File: config.mk
export PLATFORM = sky130hd
export DESIGN_NAME = johnson_phase_monitor
export DESIGN_NICKNAME = d
export VERILOG_FILES = /design/src/rtl/johnson_pkg.sv /design/src/rtl/johnson_decode.sv /design/src/rtl/johnson_phase_monitor.sv
export SDC_FILE = /design/constraint.sdc
export NUM_CORES = 1
export LEC_CHECK = 0
export CORE_ASPECT_RATIO = 1.1
export CORE_UTILIZATION = 48
export DETAILED_ROUTE_END_ITERATION = 10
export PLACE_DENSITY = 0.76
export SYNTH_ARGS = -nofsm -noshare
export SYNTH_HDL_FRONTEND = slang
export SYNTH_SLANG_ARGS = --single-unit
export TNS_END_PERCENT = 100
File: constraint.sdc
create_clock -name clk -period 2.9 [get_ports clk]
set_input_delay 0.58 -clock clk [delete_from_list [all_inputs] [get_ports clk]]
set_output_delay 0.58 -clock clk [all_outputs]
set_load 0.01 [all_outputs]
File: src/rtl/johnson_pkg.sv
// Shared FSM encoding and error-counter limits for the Johnson phase monitor family.
// Pure declarations; no timing or flow-control behaviour.
package johnson_pkg;

  typedef enum logic [1:0] {
    ST_SEARCH = 2'd0,
    ST_TRACK  = 2'd1,
    ST_LOCKED = 2'd2
  } state_e;

  localparam int unsigned            ERR_CNT_W   = 8;
  localparam logic [ERR_CNT_W-1:0]   ERR_CNT_MAX = 8'hFF;

  function automatic logic [ERR_CNT_W-1:0] sat_inc(input logic [ERR_CNT_W-1:0] v);
    return (v == ERR_CNT_MAX) ? v : v + 1'b1;
  endfunction

endpackage

File: src/rtl/johnson_decode.sv
// Combinational twisted-ring code to phase decoder; legal is low for any non-code pattern.
// Zero latency; no backpressure.
module johnson_decode #(
  parameter int SIZE = 7
) (
  input  logic [0:SIZE]                     code,
  output logic [$clog2(2*(SIZE+1))-1:0]     phase,
  output logic                              legal
);

  localparam int N  = SIZE + 1;
  localparam int PW = $clog2(2*N);

  // Phase p <= N fills ones from bit 0 upward; beyond N the ones drain from bit 0.
  function automatic logic [0:SIZE] code_of(input int p);
    logic [0:SIZE] c;
    for (int i = 0; i < N; i++) begin
      c[i] = (p <= N) ? (i < p) : (i >= p - N);
    end
    return c;
  endfunction

  always_comb begin
    phase = '0;
    legal = 1'b0;
    for (int p = 0; p < 2*N; p++) begin
      if (code == code_of(p)) begin
        phase = PW'(p);
        legal = 1'b1;
      end
    end
  end

endmodule

File: src/rtl/johnson_phase_monitor.sv
// Samples a Johnson counter, decodes its phase, tracks lock and counts lock losses and revolutions.
// Latency 2 clocks jc_in -> phase/phase_vld; no backpressure, input is sampled every cycle.
module johnson_phase_monitor
  import johnson_pkg::*;
#(
  parameter int SIZE       = 7,
  parameter int LOCK_COUNT = 4,
  parameter int REV_W      = 16
) (
  input  logic                              clk,
  input  logic                              r,
  input  logic [0:SIZE]                     jc_in,
  input  logic                              clr,
  output logic [$clog2(2*(SIZE+1))-1:0]     phase,
  output logic                              phase_vld,
  output logic                              locked,
  output logic                              err,
  output logic [ERR_CNT_W-1:0]              err_cnt,
  output logic [REV_W-1:0]                  rev_cnt
);

  localparam int N  = SIZE + 1;
  localparam int PW = $clog2(2*N);
  localparam int AW = $clog2(LOCK_COUNT + 1);
  localparam logic [PW-1:0] PH_LAST = PW'(2*N - 1);

  logic [0:SIZE]          sample_q, sample_d;
  logic                   smp_vld_q, smp_vld_d;
  logic [PW-1:0]          phase_q, phase_d;
  logic                   phase_vld_q, phase_vld_d;
  logic                   locked_q, locked_d;
  state_e                 state_q, state_d;
  logic [AW-1:0]          adv_q, adv_d;
  logic                   err_q, err_d;
  logic [ERR_CNT_W-1:0]   err_cnt_q, err_cnt_d;
  logic [REV_W-1:0]       rev_cnt_q, rev_cnt_d;

  logic [PW-1:0]          dec_phase;
  logic                   dec_legal;
  logic                   cur_legal;
  logic [PW-1:0]          next_phase;
  logic                   is_hold, is_adv, step_ok;

  johnson_decode #(.SIZE(SIZE)) u_decode (
    .code  (sample_q),
    .phase (dec_phase),
    .legal (dec_legal)
  );

  always_comb begin
    sample_d    = jc_in;
    smp_vld_d   = 1'b1;
    // The sample register is meaningless until it has captured jc_in once after reset.
    cur_legal   = smp_vld_q & dec_legal;
    next_phase  = (phase_q == PH_LAST) ? '0 : phase_q + 1'b1;
    is_hold     = (dec_phase == phase_q);
    is_adv      = (dec_phase == next_phase);
    step_ok     = cur_legal & (is_hold | is_adv);

    phase_d     = cur_legal ? dec_phase : phase_q;
    phase_vld_d = cur_legal;
    state_d     = state_q;
    adv_d       = adv_q;
    err_d       = err_q;
    err_cnt_d   = err_cnt_q;
    rev_cnt_d   = rev_cnt_q;

    case (state_q)
      ST_SEARCH: begin
        if (cur_legal) begin
          state_d = ST_TRACK;
          adv_d   = '0;
        end
      end
      ST_TRACK: begin
        if (!step_ok) begin
          state_d = ST_SEARCH;
          adv_d   = '0;
        end else if (is_adv) begin
          adv_d = adv_q + 1'b1;
          if (adv_q + 1'b1 == AW'(LOCK_COUNT)) state_d = ST_LOCKED;
        end
      end
      ST_LOCKED: begin
        if (!step_ok) begin
          state_d   = ST_SEARCH;
          adv_d     = '0;
          err_d     = 1'b1;
          err_cnt_d = sat_inc(err_cnt_q);
        end else if (is_adv && (phase_q == PH_LAST)) begin
          rev_cnt_d = rev_cnt_q + 1'b1;
        end
      end
      default: begin
        state_d = ST_SEARCH;
        adv_d   = '0;
      end
    endcase

    if (clr) begin
      err_d     = 1'b0;
      err_cnt_d = '0;
      rev_cnt_d = '0;
    end

    locked_d = (state_d == ST_LOCKED);
  end

  always_ff @(posedge clk) begin
    if (r) begin
      sample_q    <= '0;
      smp_vld_q   <= 1'b0;
      phase_q     <= '0;
      phase_vld_q <= 1'b0;
      locked_q    <= 1'b0;
      state_q     <= ST_SEARCH;
      adv_q       <= '0;
      err_q       <= 1'b0;
      err_cnt_q   <= '0;
      rev_cnt_q   <= '0;
    end else begin
      sample_q    <= sample_d;
      smp_vld_q   <= smp_vld_d;
      phase_q     <= phase_d;
      phase_vld_q <= phase_vld_d;
      locked_q    <= locked_d;
      state_q     <= state_d;
      adv_q       <= adv_d;
      err_q       <= err_d;
      err_cnt_q   <= err_cnt_d;
      rev_cnt_q   <= rev_cnt_d;
    end
  end

  assign phase     = phase_q;
  assign phase_vld = phase_vld_q;
  assign locked    = locked_q;
  assign err       = err_q;
  assign err_cnt   = err_cnt_q;
  assign rev_cnt   = rev_cnt_q;

endmodule

==> flow_metrics.env, run 1 <==
export IMPL_syn_avg_cell_area_um2=8.405
export IMPL_yosys_top_cells_area="dfxtp_1, a21oi_1, nor2_1"
export IMPL_ys_flop_type="dfxtp_1"
export IMPL_power_density_nw_per_um2=372.3
export IMPL_clockRootBuffer="clkbuf_8"
export IMPL_antenna_cells=0
export IMPL_layout_worst_path_cycle_share=0.9777
export IMPL_drive_gt1_frac=0.1369
export IMPL_wl_per_cell_um=14.08
export IMPL_drt_iter0_markers=138
export IMPL_setup_tns_ps=0
export IMPL_htreeDepth=2
export IMPL_postSynth_asyncResetShare=0
export IMPL_cts_buffers=5
export IMPL_drcViolationCount=0
export IMPL_drt_antenna_violating_nets=0
export IMPL_ioPinCount=42
export IMPL_worst_path_buf_inv=1
export IMPL_dpl_hpwl_mm=4.234
export IMPL_numPlacedInstances=418
export IMPL_critPathMaxFanout=5
export IMPL_maxSlewViolCount=0
export IMPL_max_stage_delay_ps=600
export IMPL_cp_arrival_ps=3040
export IMPL_hp_start="err$_SDFFE_PP0P_"
export IMPL_reg2reg_to="state_q[0]$_SDFF_PP0_"
export IMPL_path_depth=9
export IMPL_synth_area_um2=2589
export IMPL_ys_seq_area_frac=0.3480
export IMPL_grt_pass1_vias=2193
export IMPL_setup_violations=0
export IMPL_hold_depth=2
export IMPL_rsz0062_at_grt="true"
export IMPL_required_ps=3100
export IMPL_whs_endpoint="err$_SDFFE_PP0P_"
export IMPL_finalHoldViolCount=0
export IMPL_cts_tree="done"
export IMPL_place_port_buffers=41
export IMPL_slew_headroom=0.6804
export IMPL_grt_first_pass_wirelength_mm=9.791
export IMPL_fin_total_pwr_mw=1.223
export IMPL_r2r_start="sample_q[0]$_SDFF_PP0_"
export IMPL_routabilityCongestion=0.8384
export IMPL_r2r_setup_slack_ps=60
export IMPL_clock_latency_ps=300
export IMPL_yosysTopAreaCellShare=0.3480
export IMPL_grt_usage=0.2147
export IMPL_rows=27
export IMPL_tightest_slew_ps=479.4
export IMPL_multiInputGateArea_um2=1629
export IMPL_holdBufCountCts=0
export IMPL_seq_area_um2=908.4
export IMPL_path_class="reg -> reg"
export IMPL_cp_slowest_cell="or4b_4"
export IMPL_areaGrowthSynthToFinish_pct=26.92
export IMPL_ys_types=65
export IMPL_r2r_cells=9
export IMPL_die_h_um=79.02
export IMPL_overflow=0
export IMPL_route_vias_total=2451
export IMPL_path_cells="or4b_4, nor3_4, o2111a_1, a311oi_4, buf_4, nor3_4, o21bai_2, nand2_1, a2111oi_2"
export IMPL_worst_setup_path_end_kind="register"
export IMPL_fmax_mhz=352.7
export IMPL_fillCellCount=454
export IMPL_synth_edf_count=0
export IMPL_nets=373
export IMPL_clk_pin_slew_ps=90
export IMPL_yosysWarnings=0
export IMPL_core_area_um2=5101
export IMPL_antenna_found_initial=0
export IMPL_hold_worst_slack_ps=453.0
export IMPL_instances_no_fill=430
export IMPL_start_kind="register"
export IMPL_peakVddDrop_mv=0.2150
export IMPL_drv_cap=0
export IMPL_syn_num_nets=324
export IMPL_skew_ps=11.16
export IMPL_cp_common_cell="nor3_4"
export IMPL_status="finished, final reports clean"
export IMPL_grt_max_degree=25
export IMPL_avgViaCountPerCell=5.700
export IMPL_period_needed_ps=2835
export IMPL_die_x_um=72.02
export IMPL_p_leak_nw=1.129
export IMPL_cts_sinks=45
export IMPL_hold_class="reg -> reg"
export IMPL_crit_family="simple AND/OR/NAND/NOR gates"
export IMPL_netlist_top_cell_by_area="dfxtp_1"
export IMPL_clockBufferDepth=2
export IMPL_die_area_um2=5691
export IMPL_dr_pass1_iters=4
export IMPL_ys_ff_latch=45
export IMPL_postSynthCellCount=308
export IMPL_routed_wl_mm=6.056
export IMPL_start_util=0.5075
==> tightest hold or removal path: cells and delay by family (launching register included) <==
family	cells	cell delay (ps)
flip-flops	1	320
buffers and inverters	1	50
AO/OA/AOI/OAI	1	50
==> kinds of logic (layout without fill, tap and decap cells) <==
group / count (synthesis) / after routing / synth area share
xor gates and xnor gates: 14 / 14 / 0.05268
and+or+nand+nor: 143 / 143 / 0.3166
adders and majority gates: 5 / 5 / 0.02417
buffers and inverters: 26 / 76 / 0.04302
DFF: 45 / 45 / 0.3480
muxes: 2 / 2 / 0.007734
AOI/OAI and AO/OA: 73 / 73 / 0.2078
==> worst max-delay path by stage <==
| stage | start | endpoint | slack (ps) |
|---|---|---|---|
| finish | sample_q[0]$_SDFF_PP0_ | state_q[0]$_SDFF_PP0_ | 60 |
| global route | sample_q[0]$_SDFF_PP0_ | rev_cnt[12]$_SDFFE_PP0P_ | -70 |
| CTS | sample_q[7]$_SDFF_PP0_ | rev_cnt[12]$_SDFFE_PP0P_ | 20 |
| detailed placement | sample_q[7]$_SDFF_PP0_ | state_q[0]$_SDFF_PP0_ | -8 |
| global placement | sample_q[7]$_SDFF_PP0_ | rev_cnt[8]$_SDFFE_PP0P_ | 100 |
| floorplan | sample_q[1]$_SDFF_PP0_ | rev_cnt[14]$_SDFFE_PP0P_ | 220 |
==> synth_stat cells (3+ instances only) <==
cell type,instances
a21oi_1,19
o21ai_1,3
o21ai_0,9
nor2_1,24
or2_2,4
a211oi_1,3
xnor2_1,4
o31ai_1,3
nor2b_1,13
nand3_1,17
o211a_1,3
nor3_1,7
and3_1,7
nand2_1,23
o211ai_1,4
and2_1,5
nand4_1,12
xor2_1,9
or3_1,9
dfxtp_1,45
clkbuf_1,10
nand4b_1,3
ha_1,5
inv_1,11
and4_1,3
==> stage by stage <==
step / worst slack (ps) / cell area [µm²] / util
2_1_floorplan: 215.2 / 2589 / -
3_3_place_gp: 101.5 / 3109 / 0.6095
3_5_place_dp: -7.890 / 3109 / 0.6095
4_1_cts: 20.26 / 3199 / 0.6272
5_1_grt: -65.56 / 3286 / 0.6441
6_report: 64.53 / 3286 / 0.6441
==> what timing repair did <==
item | CTS | global route
pin swaps | 0 | 7
gates resized for setup | 1 | 15
setup endpoints to repair | 1 | 18
buffers inserted | 0 | 4
==> power breakdown <==
| group | internal (mW) | switching (mW) | total, mW |
|---|---|---|---|
| combinational | 0.0864 | 0.103 | 0.189 |
| sequential | 0.630 | 0.0223 | 0.652 |
| clock | 0.166 | 0.216 | 0.382 |
| total | 0.883 | 0.341 | 1.22 |
==> routing by layer <==
metal | global-route usage | vias up | wire (µm)
met5 | 0 | - | 0
met4 | 0.07843 | 0 | 93
met1 | 0.2798 | 1150 | 2842
li1 | - | 1235 | -
met2 | 0.3509 | 57 | 2870
met3 | 0.04188 | 9 | 249
==> layout make-up <==
type	instances	area share
Clock buffer	5	0.02094
Clock inverter	3	0.005331
Inverter	11	0.01257
Multi-Input combinational cell	237	0.4958
Sequential cell	45	0.2765
Tap cell	72	0.02742
Timing Repair Buffer	57	0.1615
==> flip-flops by register name (all words and copies together) (netlist names), 2 cells and up <==
register  flops
err_cnt       8
adv_q         3
rev_cnt      16
sample_q      8
state_q       2
phase         4
==> cell usage in the layout, fill, tap and decap left out, types with 3 or more instances in the layout <==
master and n:
a211oi_1 3, a21oi_1 19, and2_1 5, and3_1 7, and4_1 3, buf_4 16
clkbuf_8 5, clkdlybuf4s50_1 41, dfxtp_1 41, dfxtp_2 3, ha_1 5, inv_1 11
nand2_1 23, nand3_1 16, nand4_1 12, nand4b_1 3, nor2_1 24, nor2b_1 13
nor3_1 6, o211a_1 3, o211ai_1 4, o21ai_0 8, o21ai_1 4, o31ai_1 3
or2_2 4, or3_1 9, xnor2_1 4, xor2_1 9
Note: power is estimated with default switching activity, not from simulation.
==> run 2: changes to the inputs <==
Settings changed: CORE_UTILIZATION 48 to 57, DONT_BUFFER_PORTS set to 1, PLACE_DENSITY 0.76 to 0.75.
==> flow_metrics.env, run 2 (synthesis gave the netlist of run 1 again) <==
export IMPL_drt_antenna_violating_nets=0
export IMPL_grt_max_degree=25
export IMPL_antenna_found_initial=0
export IMPL_setup_tns_ps=0
export IMPL_die_area_um2=4815
export IMPL_fmax_mhz=359.5
export IMPL_grt_first_pass_wirelength_mm=8.990
export IMPL_maxSlewViolCount=0
export IMPL_routed_wl_mm=5.638
export IMPL_drv_cap=0
export IMPL_clock_latency_ps=300
export IMPL_cp_slowest_cell="or4b_4"
export IMPL_setup_slack_ps=118.7
export IMPL_hold_class="in -> reg"
export IMPL_path_cells="or4b_4, nor3_4, a21oi_2, a311oi_4, o311a_4, nand3_4, or4_4, a21oi_2"
export IMPL_layout_worst_path_cycle_share=0.9591
export IMPL_crit_family="simple AND/OR/NAND/NOR gates"
export IMPL_layout_commonest_cell="dfxtp_1"
export IMPL_cts_sinks=45
export IMPL_power_density_nw_per_um2=413.6
export IMPL_routabilityCongestion=0.8567
export IMPL_cts_buffers=5
export IMPL_overflow=0
export IMPL_finalHoldViolCount=0
export IMPL_final_cell_mix="dfxtp_1, nor2_1, nand2_1"
export IMPL_peakVddDrop_mv=0.3117
export IMPL_p_leak_nw=1.013
export IMPL_status="finished, final reports clean"
export IMPL_start_util=0.5997
export IMPL_required_ps=3130
export IMPL_clockBufferDepth=2
export IMPL_ioPinCount=42
export IMPL_drt_iter0_markers=168
export IMPL_htreeDepth=2
export IMPL_core_area_um2=4317
export IMPL_numPlacedInstances=363
export IMPL_nets=337
export IMPL_dp_slack_ps=54.83
export IMPL_worst_path_buf_inv=0
export IMPL_start_kind="register"
export IMPL_instances_no_fill=376
export IMPL_avgViaCountPerCell=6.239
export IMPL_die_x_um=66.26
export IMPL_holdBufCountCts=0
export IMPL_cp_common_cell="a21oi_2"
export IMPL_worst_setup_path_end_kind="register"
export IMPL_wl_per_cell_um=14.99
export IMPL_skew_ps=8.773
export IMPL_cts_tree="done"
export IMPL_tightest_slew_ps=494.9
export IMPL_dr_pass1_iters=4
export IMPL_max_stage_delay_ps=590
export IMPL_largest_reg_flops=16
export IMPL_areaGrowthSynthToFinish_pct=11.84
export IMPL_drive_gt1_frac=0.1646
export IMPL_grt_pass1_vias=2035
export IMPL_clk_pin_slew_ps=80
export IMPL_dpl_hpwl_mm=4.040
export IMPL_die_h_um=72.68
export IMPL_drcViolationCount=0
export IMPL_slew_headroom=0.6701
export IMPL_fin_total_pwr_mw=1.197
export IMPL_setup_violations=0
export IMPL_path_class="reg -> reg"
export IMPL_grt_usage=0.2353
export IMPL_rows=25
export IMPL_critPathMaxFanout=7
export IMPL_place_port_buffers=0
export IMPL_cp_arrival_ps=3010
export IMPL_clockRootBuffer="clkbuf_8"
export IMPL_antenna_cells=0
export IMPL_route_vias_total=2346
export IMPL_period_needed_ps=2781
==> run 2: power by group <==
| group | internal [mW] | total, mW | switching [mW] |
|---|---|---|---|
| combinational | 0.0727 | 0.168 | 0.0955 |
| clock | 0.166 | 0.381 | 0.214 |
| sequential | 0.630 | 0.648 | 0.0188 |
==> run 2: stage by stage <==
stage | instance area (µm²) | util | hold slack, ps
after floorplan | 2589 | - | 444.8
after global placement | 2706 | 0.6270 | 459.4
after detailed placement | 2706 | 0.6270 | 469.1
after CTS | 2793 | 0.6470 | 337.7
after global routing | 2895 | 0.6707 | 329.2
final | 2895 | 0.6707 | 344.5
==> run 2: area by class of cell <==
class	instances	area [µm²]
timing repair buffer	21	165.2
sequential	45	900.9
clock buffer	5	68.82
multi-input combinational	237	1634
inverter	11	41.29
tap	54	67.56
fill	335	1421
clock inverter	3	17.52
==> run 2: final timing paths <==
path	from	to	slack [ps]	cells after the start
hold reg to reg	adv_q[2]$_SDFFE_PP0P_	adv_q[2]$_SDFFE_PP0P_	480	2
setup / recovery	sample_q[0]$_SDFF_PP0_	err_cnt[5]$_SDFFE_PP0P_	120	8
hold / removal	r	sample_q[0]$_SDFF_PP0_	340	1
setup reg to reg	sample_q[0]$_SDFF_PP0_	err_cnt[5]$_SDFFE_PP0P_	120	8
==> run 2: routing by layer <==
layer | vias up | GRT usage | part of all wire
met5 | - | 0 | 0
met1 | 1123 | 0.2978 | 0.44
met2 | 52 | 0.4036 | 0.50
met4 | 0 | 0.05674 | 0.010
li1 | 1165 | - | -
met3 | 6 | 0.05313 | 0.052
==> run 2: what timing repair did <==
| action | CTS | global route |
|---|---|---|
| gates resized for setup | 0 | 14 |
| buffers inserted | 0 | 5 |
| endpoints found under the setup margin | 0 | 12 |
